### src/rtl/cpu_pkg.sv
// Shared fetch-stage types: FSM state enum, instruction byte field positions
// and the decoded instruction record carried through the fetch buffer.
package cpu_pkg;

  typedef enum logic [1:0] {
    FETCH_OP,
    FETCH_REG,
    FETCH_IMM1,
    FETCH_IMM2
  } fetch_state_e;

  // byte0 = {dst, opcode}
  localparam int unsigned OP_LSB  = 0;
  localparam int unsigned OP_MSB  = 4;
  localparam int unsigned DST_LSB = 5;
  localparam int unsigned DST_MSB = 7;

  // byte1 = {hasimm1, hasimm2, src1, src2}
  localparam int unsigned HASIMM1_BIT = 7;
  localparam int unsigned HASIMM2_BIT = 6;
  localparam int unsigned SRC1_LSB    = 3;
  localparam int unsigned SRC1_MSB    = 5;
  localparam int unsigned SRC2_LSB    = 0;
  localparam int unsigned SRC2_MSB    = 2;

  typedef struct packed {
    logic [4:0]  opcode;
    logic [2:0]  dst;
    logic        hasimm1;
    logic        hasimm2;
    logic [2:0]  src1;
    logic [2:0]  src2;
    logic [7:0]  imm1;
    logic [7:0]  imm2;
    logic [15:0] pc;
    logic [15:0] next_pc;
  } instr_t;

endpackage

### src/rtl/instr_fifo.sv
// Small shift-register buffer of decoded instructions; head is always slot 0.
// flush empties it, reset also clears the payload so the head reads as zero.
module instr_fifo
  import cpu_pkg::*;
#(
  parameter int unsigned DEPTH = 1
) (
  input  logic   clk,
  input  logic   sync_rst,
  input  logic   push,
  input  logic   pop,
  input  logic   flush,
  input  instr_t din,
  output instr_t head,
  output logic   empty,
  output logic   full
);

  localparam int unsigned CW = $clog2(DEPTH + 1);

  logic [CW-1:0] count;
  instr_t        mem       [DEPTH];
  instr_t        shift_src [DEPTH];
  logic          do_pop;
  logic          do_push;
  int unsigned   wr_pos;

  assign empty   = (count == '0);
  assign full    = (count == CW'(DEPTH));
  assign head    = mem[0];
  assign do_pop  = pop && !empty;
  assign do_push = push && (!full || do_pop);

  // Write slot accounts for the shift caused by a same-cycle pop.
  always_comb begin
    wr_pos = 32'(count);
    if (do_pop) wr_pos = 32'(count) - 1;
  end

  for (genvar g = 0; g < DEPTH; g++) begin : g_slot
    if (g + 1 < DEPTH) begin : g_mid
      assign shift_src[g] = mem[g+1];
    end else begin : g_last
      assign shift_src[g] = '0;
    end
  end

  always_ff @(posedge clk) begin
    if (sync_rst) begin
      count <= '0;
      for (int unsigned i = 0; i < DEPTH; i++) mem[i] <= '0;
    end else if (flush) begin
      count <= '0;
    end else begin
      for (int unsigned i = 0; i < DEPTH; i++) begin
        if (do_pop) mem[i] <= shift_src[i];
        if (do_push && (wr_pos == i)) mem[i] <= din;
      end
      if (do_push && !do_pop)      count <= count + CW'(1);
      else if (!do_push && do_pop) count <= count - CW'(1);
    end
  end

endmodule

### src/rtl/instr_fetch.sv
// Byte-serial instruction fetch/assemble stage feeding a decoded-instruction buffer.
// Define IFETCH_BUF2_EN for a 2-entry buffer; default build uses a single entry.
module instr_fetch
  import cpu_pkg::*;
#(
  parameter logic [15:0] RESET_PC = 16'h0000
) (
  input  logic        clk,
  input  logic        sync_rst,
  output logic [15:0] rom_addr,
  input  logic [7:0]  rom_data,
  input  logic        redirect_valid,
  input  logic [15:0] redirect_pc,
  output logic        out_valid,
  input  logic        out_ready,
  output logic [4:0]  out_opcode,
  output logic [2:0]  out_dst,
  output logic        out_hasimm1,
  output logic        out_hasimm2,
  output logic [2:0]  out_src1,
  output logic [2:0]  out_src2,
  output logic [7:0]  out_imm1,
  output logic [7:0]  out_imm2,
  output logic [15:0] out_pc,
  output logic [15:0] out_next_pc
);

`ifdef IFETCH_BUF2_EN
  localparam int unsigned BUF_DEPTH = 2;
`else
  localparam int unsigned BUF_DEPTH = 1;
`endif

  fetch_state_e state, state_n;
  logic [15:0]  fetch_pc, fetch_pc_n, start_pc;
  logic [7:0]   op_q, reg_q, imm1_q, reg_byte;
  logic         cap_op, cap_reg, cap_imm1, push_req;
  logic         buf_empty, buf_full;
  instr_t       asm_instr, head;

  assign rom_addr = fetch_pc;

  always_ff @(posedge clk) begin
    if (sync_rst) begin
      state    <= FETCH_OP;
      fetch_pc <= RESET_PC;
    end else if (redirect_valid) begin
      state    <= FETCH_OP;
      fetch_pc <= redirect_pc;
    end else begin
      state    <= state_n;
      fetch_pc <= fetch_pc_n;
    end
  end

  always_ff @(posedge clk) begin
    if (sync_rst) begin
      op_q     <= '0;
      reg_q    <= '0;
      imm1_q   <= '0;
      start_pc <= '0;
    end else begin
      if (cap_op) begin
        op_q     <= rom_data;
        start_pc <= fetch_pc;
      end
      if (cap_reg)  reg_q  <= rom_data;
      if (cap_imm1) imm1_q <= rom_data;
    end
  end

  always_comb begin
    state_n    = state;
    fetch_pc_n = fetch_pc;
    cap_op     = 1'b0;
    cap_reg    = 1'b0;
    cap_imm1   = 1'b0;
    push_req   = 1'b0;
    unique case (state)
      FETCH_OP: begin
        // Occupancy is taken at the start of the cycle; a same-cycle pop does not free a slot.
        if (!buf_full) begin
          cap_op     = 1'b1;
          fetch_pc_n = fetch_pc + 16'd1;
          state_n    = FETCH_REG;
        end
      end
      FETCH_REG: begin
        cap_reg    = 1'b1;
        fetch_pc_n = fetch_pc + 16'd1;
        if (rom_data[HASIMM1_BIT])      state_n = FETCH_IMM1;
        else if (rom_data[HASIMM2_BIT]) state_n = FETCH_IMM2;
        else begin
          push_req = 1'b1;
          state_n  = FETCH_OP;
        end
      end
      FETCH_IMM1: begin
        cap_imm1   = 1'b1;
        fetch_pc_n = fetch_pc + 16'd1;
        if (reg_q[HASIMM2_BIT]) state_n = FETCH_IMM2;
        else begin
          push_req = 1'b1;
          state_n  = FETCH_OP;
        end
      end
      FETCH_IMM2: begin
        fetch_pc_n = fetch_pc + 16'd1;
        push_req   = 1'b1;
        state_n    = FETCH_OP;
      end
      default: state_n = FETCH_OP;
    endcase
  end

  // The final byte of an instruction is merged straight from rom_data into the pushed record.
  always_comb begin
    reg_byte          = (state == FETCH_REG) ? rom_data : reg_q;
    asm_instr         = '0;
    asm_instr.opcode  = op_q[OP_MSB:OP_LSB];
    asm_instr.dst     = op_q[DST_MSB:DST_LSB];
    asm_instr.hasimm1 = reg_byte[HASIMM1_BIT];
    asm_instr.hasimm2 = reg_byte[HASIMM2_BIT];
    asm_instr.src1    = reg_byte[SRC1_MSB:SRC1_LSB];
    asm_instr.src2    = reg_byte[SRC2_MSB:SRC2_LSB];
    asm_instr.imm1    = (state == FETCH_IMM1) ? rom_data
                      : (reg_byte[HASIMM1_BIT] ? imm1_q : 8'h00);
    asm_instr.imm2    = (state == FETCH_IMM2) ? rom_data : 8'h00;
    asm_instr.pc      = start_pc;
    asm_instr.next_pc = fetch_pc + 16'd1;
  end

  instr_fifo #(.DEPTH(BUF_DEPTH)) u_buf (
    .clk      (clk),
    .sync_rst (sync_rst),
    .push     (push_req && !redirect_valid),
    .pop      (out_valid && out_ready),
    .flush    (redirect_valid),
    .din      (asm_instr),
    .head     (head),
    .empty    (buf_empty),
    .full     (buf_full)
  );

  assign out_valid   = !buf_empty;
  assign out_opcode  = head.opcode;
  assign out_dst     = head.dst;
  assign out_hasimm1 = head.hasimm1;
  assign out_hasimm2 = head.hasimm2;
  assign out_src1    = head.src1;
  assign out_src2    = head.src2;
  assign out_imm1    = head.imm1;
  assign out_imm2    = head.imm2;
  assign out_pc      = head.pc;
  assign out_next_pc = head.next_pc;

endmodule

### config.mk
export PLATFORM = sky130hd
export DESIGN_NAME = instr_fetch
export DESIGN_NICKNAME = d
export VERILOG_FILES = /design/src/rtl/cpu_pkg.sv /design/src/rtl/instr_fifo.sv /design/src/rtl/instr_fetch.sv
export SDC_FILE = /design/constraint.sdc
export NUM_CORES = 1
export LEC_CHECK = 0
export CORE_MARGIN = 3
export CORE_UTILIZATION = 52
export CTS_CLUSTER_SIZE = 10
export DETAILED_ROUTE_END_ITERATION = 10
export GPL_TIMING_DRIVEN = 0
export PLACE_DENSITY = 0.81
export SYNTH_ARGS = -nofsm -noshare
export SYNTH_HDL_FRONTEND = slang
export SYNTH_SLANG_ARGS = --single-unit
### constraint.sdc
create_clock -name clk -period 5.9 [get_ports clk]
set_input_delay 0.59 -clock clk [delete_from_list [all_inputs] [get_ports clk]]
set_output_delay 0.59 -clock clk [all_outputs]
set_load 0.1 [all_outputs]
# Word-level counts from Yosys, hierarchy flattened
# Memory sizes are Yosys's and may differ from the RTL's.
# Index checks and enable logic that the tools add are counted.
# classes
add_sub_neg,4
n_eq_ne,5
muxes,35
n_reduce_logical,18
# op_table
op,count
$mux W64,1
$reduce_or A64 Y1,1
$logic_not A32 Y1,1
$mux W16,2
$mux W32,1
$mux W8,4
$pmux W16 S2,1
$mux W1,20
$add A16 B1 Y16 const B,1
$mux W2,4
$pmux W2 S4,1
$logic_and A1 B1 Y1,7
$eq A2 B2 Y1 const B,2
$logic_not A1 Y1,4
$ne A3 B3 Y1 const B,1
$pmux W1 S3,1
$reduce_or A3 Y1,1
$eq A2 B1 Y1 const B,1
$logic_not A2 Y1,1
$ne A2 B2 Y1 const B,1
$reduce_bool A2 Y1,1
$reduce_or A2 Y1,1
$sub A1 B1 Y2 const B,1
$add A1 B1 Y1 const B,1
2 further kinds,2
# totals
reg_bits,59
mem_bits_rw,64
input_bits,28
output_inout_bits,81
elab_cells,70
mem_count,1
# memory_table
memory,words,word_bits,rd,rd_ports_with_merged_regs,wr,line,text
u_buf.mem,1,64,1,0,2,instr_fifo.sv:22,instr_t mem [DEPTH];

# Depth between registers and ports, before layout
# Gate-level depths: netlist of run 1.
# logic_depth
word_depth,10
mapped_depth,7

# Cells and area by module
# A second synthesis of run 1 with hierarchy kept.
# unflattened
cells_unflattened,512
area_unflattened_um2,6065.8
# by_module_without_submodules
module,instances,cells_each,area_each_um2,seq_area_each_um2
instr_fifo,1,157,3164.3,1941.9
instr_fetch,1,355,2901.5,1161.1

# Least setup slack after synthesis of run 1
# OpenSTA, ideal clock, no wires.
# synth_path
kind,register -> register
from,"register u_buf.count, in the netlist u_buf.full"
to,"memory u_buf.mem[0][0] (netlist name), enable pin"
setup_time_ns,0.695
arrival_time_ns,2.489
required_ns,5.205
path_slack_ns,2.716
path_stages_with_launch,5
synth_period_minus_slack_ns,3.184
path_cell_list,dfxtp_1 -> nor2b_1 -> nor2_1 -> o21ai_0 -> nand2b_1
# synth_rtl
item,line,text
from (decl),instr_fifo.sv:21,logic [CW-1:0] count;
from (signal assigned),instr_fifo.sv:59,if (do_push && !do_pop) count <= count + CW'(1);
from (signal assigned),instr_fifo.sv:60,else if (!do_push && do_pop) count <= count - CW'(1);
to (decl),instr_fifo.sv:22,

# Final worst setup path of run 1
# layout_path
from,"register fetch_pc[6], in the netlist rom_addr[6]"
to,output rom_addr[6]
# layout_rtl
item,line,text
from (decl),instr_fetch.sv:35,"logic [15:0] fetch_pc, fetch_pc_n, start_pc;"
from (signal assigned),instr_fetch.sv:49,fetch_pc <= redirect_pc;
from (signal assigned),instr_fetch.sv:52,fetch_pc <= fetch_pc_n;
to (decl),instr_fetch.sv:10,"output logic [15:0] rom_addr,"
# No word-level cell between the ends.

==> results of run 1 <==
layer usage:
layer  wire length (um)  global-route usage  up-vias
met5                  0                   0        -
met4                262             0.08154        0
met3                666             0.04694       25
met2               6209              0.3941      142
met1               5448              0.3035     1920
li1                   -                   -     1974
worst register-to-register path, delay by kind of cell, from the launching register on:
| kind | cells | cell delay (ns) |
|---|---|---|
| AO/OA/AOI/OAI | 3 | 0.76 |
| buffers and inverters | 1 | 0.20 |
| flip-flops | 1 | 0.32 |
| AND/OR/NAND/NOR | 1 | 0.54 |
cell families after synthesis:
logic type / count (synthesis) / share of synthesized area
flip-flops: 123 / 0.6117
multiplexers: 2 / 0.003947
AND/OR/NAND/NOR: 230 / 0.2195
XOR/XNOR: 21 / 0.03626
AO/OA/AOI/OAI: 81 / 0.09398
buffers and inverters: 42 / 0.03207
adder cells (fa/ha/maj): 1 / 0.002466
registers in the layout (all words and copies together), names as in the netlist:
register and flops:
u_buf.mem 64, rom_addr 16, start_pc 16, imm1_q 8
op_q 8, reg_q 8, state 2, u_buf.full 1
stage by stage:
step / std cells / worst slack, ns
finish: 768 / 2.999
global route: 768 / 2.892
global placement: 736 / 1.786
detailed placement: 736 / 2.997
CTS: 768 / 2.949
floorplan: 500 / 2.716
cells in the final DEF (no fill, tap or decap), types with 3 or more instances in the layout:
master / count
sky130_fd_sc_hd__nor3_1: 6
sky130_fd_sc_hd__inv_6: 7
sky130_fd_sc_hd__clkbuf_1: 33
sky130_fd_sc_hd__bufinv_16: 3
sky130_fd_sc_hd__o21ai_0: 5
sky130_fd_sc_hd__inv_1: 4
sky130_fd_sc_hd__nor2_1: 37
sky130_fd_sc_hd__dfxtp_1: 59
sky130_fd_sc_hd__nand2_1: 100
sky130_fd_sc_hd__and2_1: 34
sky130_fd_sc_hd__o31a_1: 3
sky130_fd_sc_hd__nor2b_1: 13
sky130_fd_sc_hd__xor2_1: 5
sky130_fd_sc_hd__clkbuf_16: 16
sky130_fd_sc_hd__or3_1: 4
sky130_fd_sc_hd__a211oi_1: 7
sky130_fd_sc_hd__a21oi_1: 53
sky130_fd_sc_hd__clkdlybuf4s50_1: 107
sky130_fd_sc_hd__nor4_1: 6
sky130_fd_sc_hd__buf_2: 4
sky130_fd_sc_hd__xnor2_1: 16
sky130_fd_sc_hd__edfxtp_1: 64
sky130_fd_sc_hd__nand3_1: 8
sky130_fd_sc_hd__nand4_1: 6
sky130_fd_sc_hd__a311oi_1: 5
power breakdown:
part / leakage [uW] / switching [uW] / total, uW / internal [uW]
clock network: 0.000291 / 393 / 1040 / 651
logic: 0.000969 / 320 / 418 / 98.1
registers: 0.00115 / 23.4 / 969 / 945
total: 0.00241 / 737 / 2430 / 1690
worst paths after layout:
| path | slack [ns] | depth (start not counted) | endpoint | start |
|---|---|---|---|---|
| max | 3.00 | 1 | rom_addr[6] | rom_addr[6]$_SDFFE_PP0P_ |
| min | 0.45 | 2 | start_pc[1]$_SDFFE_PP0P_ | start_pc[1]$_SDFFE_PP0P_ |
| max reg2reg | 3.59 | 5 | u_buf.mem[0][4]$_SDFFCE_PN0P_ | state[1]$_SDFFE_PP0P_ |
| min reg2reg | 0.45 | 2 | start_pc[1]$_SDFFE_PP0P_ | start_pc[1]$_SDFFE_PP0P_ |
cell type report:
| cell class | count | area [um^2] |
|---|---|---|
| flip-flops and latches | 123 | 3103 |
| inverters | 5 | 18.77 |
| plain buffers | 37 | 143.9 |
| multi-input cells | 335 | 1814 |
| clock buffers | 17 | 414.1 |
| well taps | 129 | 161.4 |
| repair buffers | 107 | 1071 |
| fillers | 669 | 2460 |
| clock inverters | 15 | 185.2 |
==> impl_summary.log, run 1 <==
INFO  metric dr.first_iter.drc_count = 267
INFO  metric synth_enable_flop_cells = 64
INFO  metric setup_violations = 0
INFO  metric drv_cap = 0
INFO  metric routed_via_density = 5.288
INFO  metric cts_made_buffers = 17
INFO  metric synthTopCellsByArea = sky130_fd_sc_hd__edfxtp_1 38%, sky130_fd_sc_hd__dfxtp_1 23%, sky130_fd_sc_hd__nand2_1 7.4%, sky130_fd_sc_hd__a21oi_1 5.2%, sky130_fd_sc_hd__and2_1 4.2%
INFO  metric synthDominantAreaCellType = sky130_fd_sc_hd__edfxtp_1
INFO  metric track_usage = 0.2347
INFO  metric synth-seq-cells = 123
INFO  metric cts-resized-gates = 0
INFO  metric place.gp.congestion = 0.9243
INFO  metric netlist_area = 0.005072 mm^2
INFO  metric post_synth_most_frequent_cells = 100 x sky130_fd_sc_hd__nand2_1, 64 x sky130_fd_sc_hd__edfxtp_1, 59 x sky130_fd_sc_hd__dfxtp_1
INFO  metric grt_setup_unrepaired = no
INFO  metric number_of_global_route_vias_before_repair = 4,076
INFO  metric clk_path_buf_depth = 2
INFO  metric irDropWorstVdd = 0.2392 mV
INFO  metric ant_nets = 0
INFO  metric slew_headroom = 0.3187
INFO  metric syn-instance-count = 500
INFO  metric hold_vio_cnt_final = 0
INFO  metric initial_utilization = 0.5413
INFO  metric report.power.total = 2431 uW
INFO  metric postRouteWirelength = 12.59 mm
INFO  metric number_of_hold_buffers_added_after_cts = 0
INFO  metric clkSinkCount = 123
INFO  metric final_max_slew_viol_count = 0
INFO  metric fp.dieH = 104.8 um
INFO  metric antenna_found_initial = 0
INFO  metric seq_area_frac_synth = 0.6117
INFO  metric synth-async-reset-ratio = 0
INFO  metric maxClockFrequency = 344.7 MHz
INFO  metric worst_setup_hold_path_clk_slew = 0.06 ns
INFO  metric grt_overflow = 0
INFO  metric clock-root-buffer = sky130_fd_sc_hd__clkbuf_8
INFO  metric nets = 655
INFO  metric synth_ff_type = sky130_fd_sc_hd__edfxtp_1
INFO  metric crit_path_start_kind = register
INFO  metric dp_hpwl = 8.532 mm
INFO  metric fin_crit_sh = 0.4917
INFO  metric port-buffer-count = 107
INFO  metric grt_pass1_wl = 20.44 mm
INFO  metric cp_top_family = buffers and inverters
INFO  metric worst_skew_late_latency = 0.52 ns
INFO  metric grt_max_degree = 65
INFO  metric worstPathCellList = clkdlybuf4s50_1
INFO  metric final.setup.tns = 0 ns
INFO  metric core_utilization_of_the_finished_layout = 0.7375
INFO  metric synth_top_cell_area_share = 0.3789
INFO  metric finalInstanceArea = 0.006912 mm^2
INFO  metric tritoncts_clock_tree = done
INFO  metric worst-endpoint-arrival = 2.31 ns
INFO  metric cts.htree.levels = 4
INFO  metric dpl-instance-area = 0.006312 mm^2
INFO  metric cts_post_setup_buffers_inserted = 0
INFO  metric dr.pass1.iters = 6
INFO  metric post_route_cells_drive_above_1_share = 0.06886
INFO  metric placementRows = 35
INFO  metric fp.dieW = 104.8 um
INFO  metric diodes = 0
INFO  metric slowest_delay = 1.22 ns
INFO  metric yosys.cell_types.count = 41
INFO  metric timing_worst_slew_pin_value = 1.019 ns
INFO  metric routed_wire_length_per_instance = 16.39 um
INFO  metric timing.critical_path.required = 5.31 ns
INFO  metric end_kind = output port
INFO  metric yosysWarningCount = 0
INFO  metric worst-path-buf-inv = 1
INFO  metric holdCritPathClass = reg -> reg
INFO  metric crit_path_max_fanout = 7
INFO  metric area.growth.synth_to_final = 36.26%
INFO  metric power_density = 351.7 mW/mm^2
INFO  metric critPathKind = reg -> out
INFO  metric top_level_port_count = 109
INFO  metric post-route-min-period = 2.901 ns
INFO  metric synthesis.nets = 529
INFO  metric detail_route.drc_violations = 0
INFO  metric post_synth.cell_area_avg = 10.14 um^2
INFO  metric holdWs = 0.4533 ns
INFO  metric leakage = 0.002408 uW
INFO  metric core_area = 0.009371 mm^2
INFO  metric synth.most_common_cell = sky130_fd_sc_hd__nand2_1
INFO  metric skew = 0.01939 ns
INFO  metric route.vias.total = 4,061
INFO  metric die_area = 0.01098 mm^2
INFO  metric run_status = completed
INFO  metric worst_path_max_delay_cell = sky130_fd_sc_hd__clkdlybuf4s50_1
(Power assumes the default switching activity.)
==> inputs of run 2 (changes only) <==
Settings changed: CORE_UTILIZATION 52 to 51, PLACE_DENSITY 0.81 to 0.8.
Clock period 5.9 ns to 2.94 ns, I/O delays scaled along.
==> run 2 against run 1 <==
Sequential power rose by 100%. Worst hold slack got worse by 0.12 ns. Power rose by 110%. Global-route usage fell by 0.51 points. Critical endpoint unchanged. Largest cell class unchanged. Die area rose by 1.9%. Via count rose by 0.59%. Worst setup slack got worse by 2.7 ns. Clock skew fell by 0.011 ns.
==> impl_summary.log, run 2 (synthesized netlist as in run 1, its figures left out) <==
INFO  metric maxClockFrequency = 382.0 MHz
INFO  metric fp.dieW = 105.7 um (+0.92%)
INFO  metric setup_violations = 0 (unchanged)
INFO  metric final.setup.tns = 0 ns (unchanged)
INFO  metric skew = 0.008115 ns (-0.01127 ns)
INFO  metric routed_via_density = 5.319 (+0.59%)
INFO  metric dp_hpwl = 8.584 mm (+0.60%)
INFO  metric cp_top_family = buffers and inverters
INFO  metric ff_latch_area = 0.003103 mm^2 (unchanged)
INFO  metric crit_path_start_kind = register
INFO  metric worst_setup_hold_path_clk_slew = 0.06 ns (about the same)
INFO  metric post-route-min-period = 2.618 ns
INFO  metric fp.dieH = 105.7 um (+0.92%)
INFO  metric final_common_cell = sky130_fd_sc_hd__clkdlybuf4s50_1
INFO  metric detail_route.drc_violations = 0 (unchanged)
INFO  metric core_area = 0.009459 mm^2 (+0.93%)
INFO  metric worst_r2r_dst = u_buf.mem[0][52]$_SDFFCE_PN0P_
INFO  metric end_kind = output port
INFO  metric grt.busiest_layer = met2
INFO  metric holdWs = 0.3312 ns (-0.1221 ns)
INFO  metric clk_path_buf_depth = 2 (unchanged)
INFO  metric holdCritPathClass = in -> reg
INFO  metric multi_input_area = 0.001814 mm^2 (unchanged)
INFO  metric mostFrequentLayoutCells = 107 x sky130_fd_sc_hd__clkdlybuf4s50_1, 100 x sky130_fd_sc_hd__nand2_1, 64 x sky130_fd_sc_hd__edfxtp_1
INFO  metric clkSinkCount = 123 (unchanged)
INFO  metric cts.htree.levels = 4 (unchanged)
INFO  metric use_met2 = 0.3766 (-0.01754)
INFO  metric number_of_global_route_vias_before_repair = 3,942 (-3.3%)
INFO  metric number_of_hold_buffers_added_after_cts = 0 (unchanged)
INFO  metric power_density = 719.1 mW/mm^2 (+100%)
INFO  metric reg2reg_depth = 5 (unchanged)
INFO  metric place.gp.congestion = 0.9357 (+1.2%)
INFO  metric detailedPlace.worstSlack = 0.3128 ns (-2.684 ns)
INFO  metric tritoncts_clock_tree = done
INFO  metric diodes = 0 (unchanged)
INFO  metric dr.first_iter.drc_count = 226 (-15%)
INFO  metric route.vias.total = 4,085 (+0.59%)
INFO  metric worstPathCellList = clkdlybuf4s50_1
INFO  metric grt_max_degree = 65 (unchanged)
INFO  metric cts_post_setup_buffers_inserted = 0 (unchanged)
INFO  metric cts_made_buffers = 17 (unchanged)
INFO  metric timing_worst_slew_pin_value = 1.035 ns (+0.01640 ns)
INFO  metric postRouteWirelength = 12.26 mm (-2.6%)
INFO  metric filler_cell_count = 712 (+6.4%)
INFO  metric hold-path-cell-count = 4 (+2)
INFO  metric dr.pass1.iters = 6 (unchanged)
INFO  metric report.power.total = 4997 uW (+110%)
INFO  metric drv_cap = 0 (unchanged)
INFO  metric run_status = completed
INFO  metric routed_wire_length_per_instance = 15.96 um (-2.6%)
INFO  metric placementRows = 35 (unchanged)
INFO  metric grt_overflow = 0 (unchanged)
INFO  metric antenna_found_initial = 0 (unchanged)
INFO  metric source_of_the_worst_register_to_register_timing_path = state[1]$_SDFFE_PP0P_
INFO  metric port-buffer-count = 107 (unchanged)
INFO  metric post_route_cells_drive_above_1_share = 0.06573 (-0.003130)
INFO  metric worst_path_max_delay_cell = sky130_fd_sc_hd__clkdlybuf4s50_1
INFO  metric final_max_slew_viol_count = 0 (unchanged)
INFO  metric top_level_port_count = 109 (unchanged)
INFO  metric largest_register_ff_count = 64 (unchanged)
INFO  metric area.growth.synth_to_final = 37.00%
INFO  metric track_usage = 0.2296 (-0.005137)
INFO  metric clock-root-buffer = sky130_fd_sc_hd__clkbuf_8
INFO  metric worst_skew_late_latency = 0.51 ns (about the same)
INFO  metric groute.layer.met3.usage = 0.05144 (+0.004497)
INFO  metric irDropWorstVdd = 0.4418 mV (+85%)
INFO  metric timing.hold.worst_endpoint = rom_addr[14]$_SDFFE_PP0P_
INFO  metric cts-resized-gates = 0 (unchanged)
INFO  metric timing.critical_path.required = 2.65 ns (-2.66 ns)
INFO  metric slowest_delay = 1.23 ns (about the same)
INFO  metric grt_setup_unrepaired = no
INFO  metric fin_crit_sh = 0.8903
INFO  metric met1_usage = 0.2969 (-0.006687)
INFO  metric worst-path-buf-inv = 1 (unchanged)
INFO  metric regMostFlops = u_buf.mem
INFO  metric core_utilization_of_the_finished_layout = 0.7347 (-0.002861)
INFO  metric grt_pass1_wl = 20.05 mm (-1.9%)
INFO  metric worst-r2r-setup-slack = 0.70 ns (-2.89 ns)
INFO  metric final_critical_path_setup_slack = 0.3224 ns (-2.677 ns)
INFO  metric nets = 655 (unchanged)
INFO  metric initial_utilization = 0.5362 (-0.005012)
INFO  metric hold_vio_cnt_final = 0 (unchanged)
INFO  metric worst-endpoint-arrival = 2.32 ns (about the same)
INFO  metric ant_nets = 0 (unchanged)
INFO  metric crit_path_max_fanout = 7 (unchanged)
INFO  metric slew_headroom = 0.3077 (-0.01097)
INFO  metric die_area = 0.01118 mm^2 (+1.9%)
INFO  metric critPathKind = reg -> out
INFO  metric leakage = 0.002425 uW (+0.69%)
INFO  metric hp-start = sync_rst
## run 2: changes by cell type in the layout (fill, tap and decap cells not counted)
| cell | change |
|---|---|
| sky130_fd_sc_hd__clkbuf_1 | +1 |
| sky130_fd_sc_hd__clkinv_2 | -1 |
| sky130_fd_sc_hd__clkinv_4 | +3 |
| sky130_fd_sc_hd__clkinv_1 | +1 |
| sky130_fd_sc_hd__bufinv_16 | +2 |
| sky130_fd_sc_hd__inv_6 | -5 |
| sky130_fd_sc_hd__clkinvlp_4 | -1 |
## run 2: metal layers
| metal | wire length, um | share of wire |
|---|---|---|
| met4 | 232 | 0.019 |
| met5 | 0 | 0 |
| met1 | 5292 | 0.43 |
| met2 | 5919 | 0.48 |
| met3 | 813 | 0.066 |
## run 2: tightest hold or removal path: stages
cell                       delay [ns]
sky130_fd_sc_hd__clkbuf_1        0.23
sky130_fd_sc_hd__nor3b_1         0.11
sky130_fd_sc_hd__nand2_1         0.06
sky130_fd_sc_hd__o211ai_1        0.08
## run 2: final cells by class
class,instances,share of cell area
flip-flops and latches,123,0.4465
clock inverters,14,0.03151
clock buffers,18,0.06014
well taps,129,0.02323
plain buffers,37,0.02071
multi-input cells,335,0.2611
repair buffers,107,0.1541
inverters,5,0.002701
## run 2: report_power, final
part           switching [uW]  internal, uW  leakage (uW)  total, uW
clock network             751          1470      0.000307       2220
logic                     639           197      0.000969        836
registers                45.3          1900       0.00115       1940
## run 2: worst max path at each step
| stage | from | end | slack, ns | cells after the start |
|---|---|---|---|---|
| floorplan | rom_addr[2]$_SDFFE_PP0P_ | rom_addr[11]$_SDFFE_PP0P_ | 0.36 | 5 |
| global placement | rom_data[7] | u_buf.mem[0][9]$_SDFFCE_PN0P_ | -0.02 | 5 |
| detailed placement | rom_data[7] | u_buf.mem[0][24]$_SDFFCE_PN0P_ | 0.31 | 5 |
| CTS | rom_addr[6]$_SDFFE_PP0P_ | rom_addr[6] | 0.32 | 1 |
| global route | rom_addr[6]$_SDFFE_PP0P_ | rom_addr[6] | 0.27 | 1 |
| finish | rom_addr[6]$_SDFFE_PP0P_ | rom_addr[6] | 0.32 | 1 |
## run 2: metrics by stage
step                instance area [um^2]  cells
floorplan                           5075    500
global placement                    6307    736
detailed placement                  6312    736
CTS                                 6949    768
global route                        6949    768
finish                              6949    768
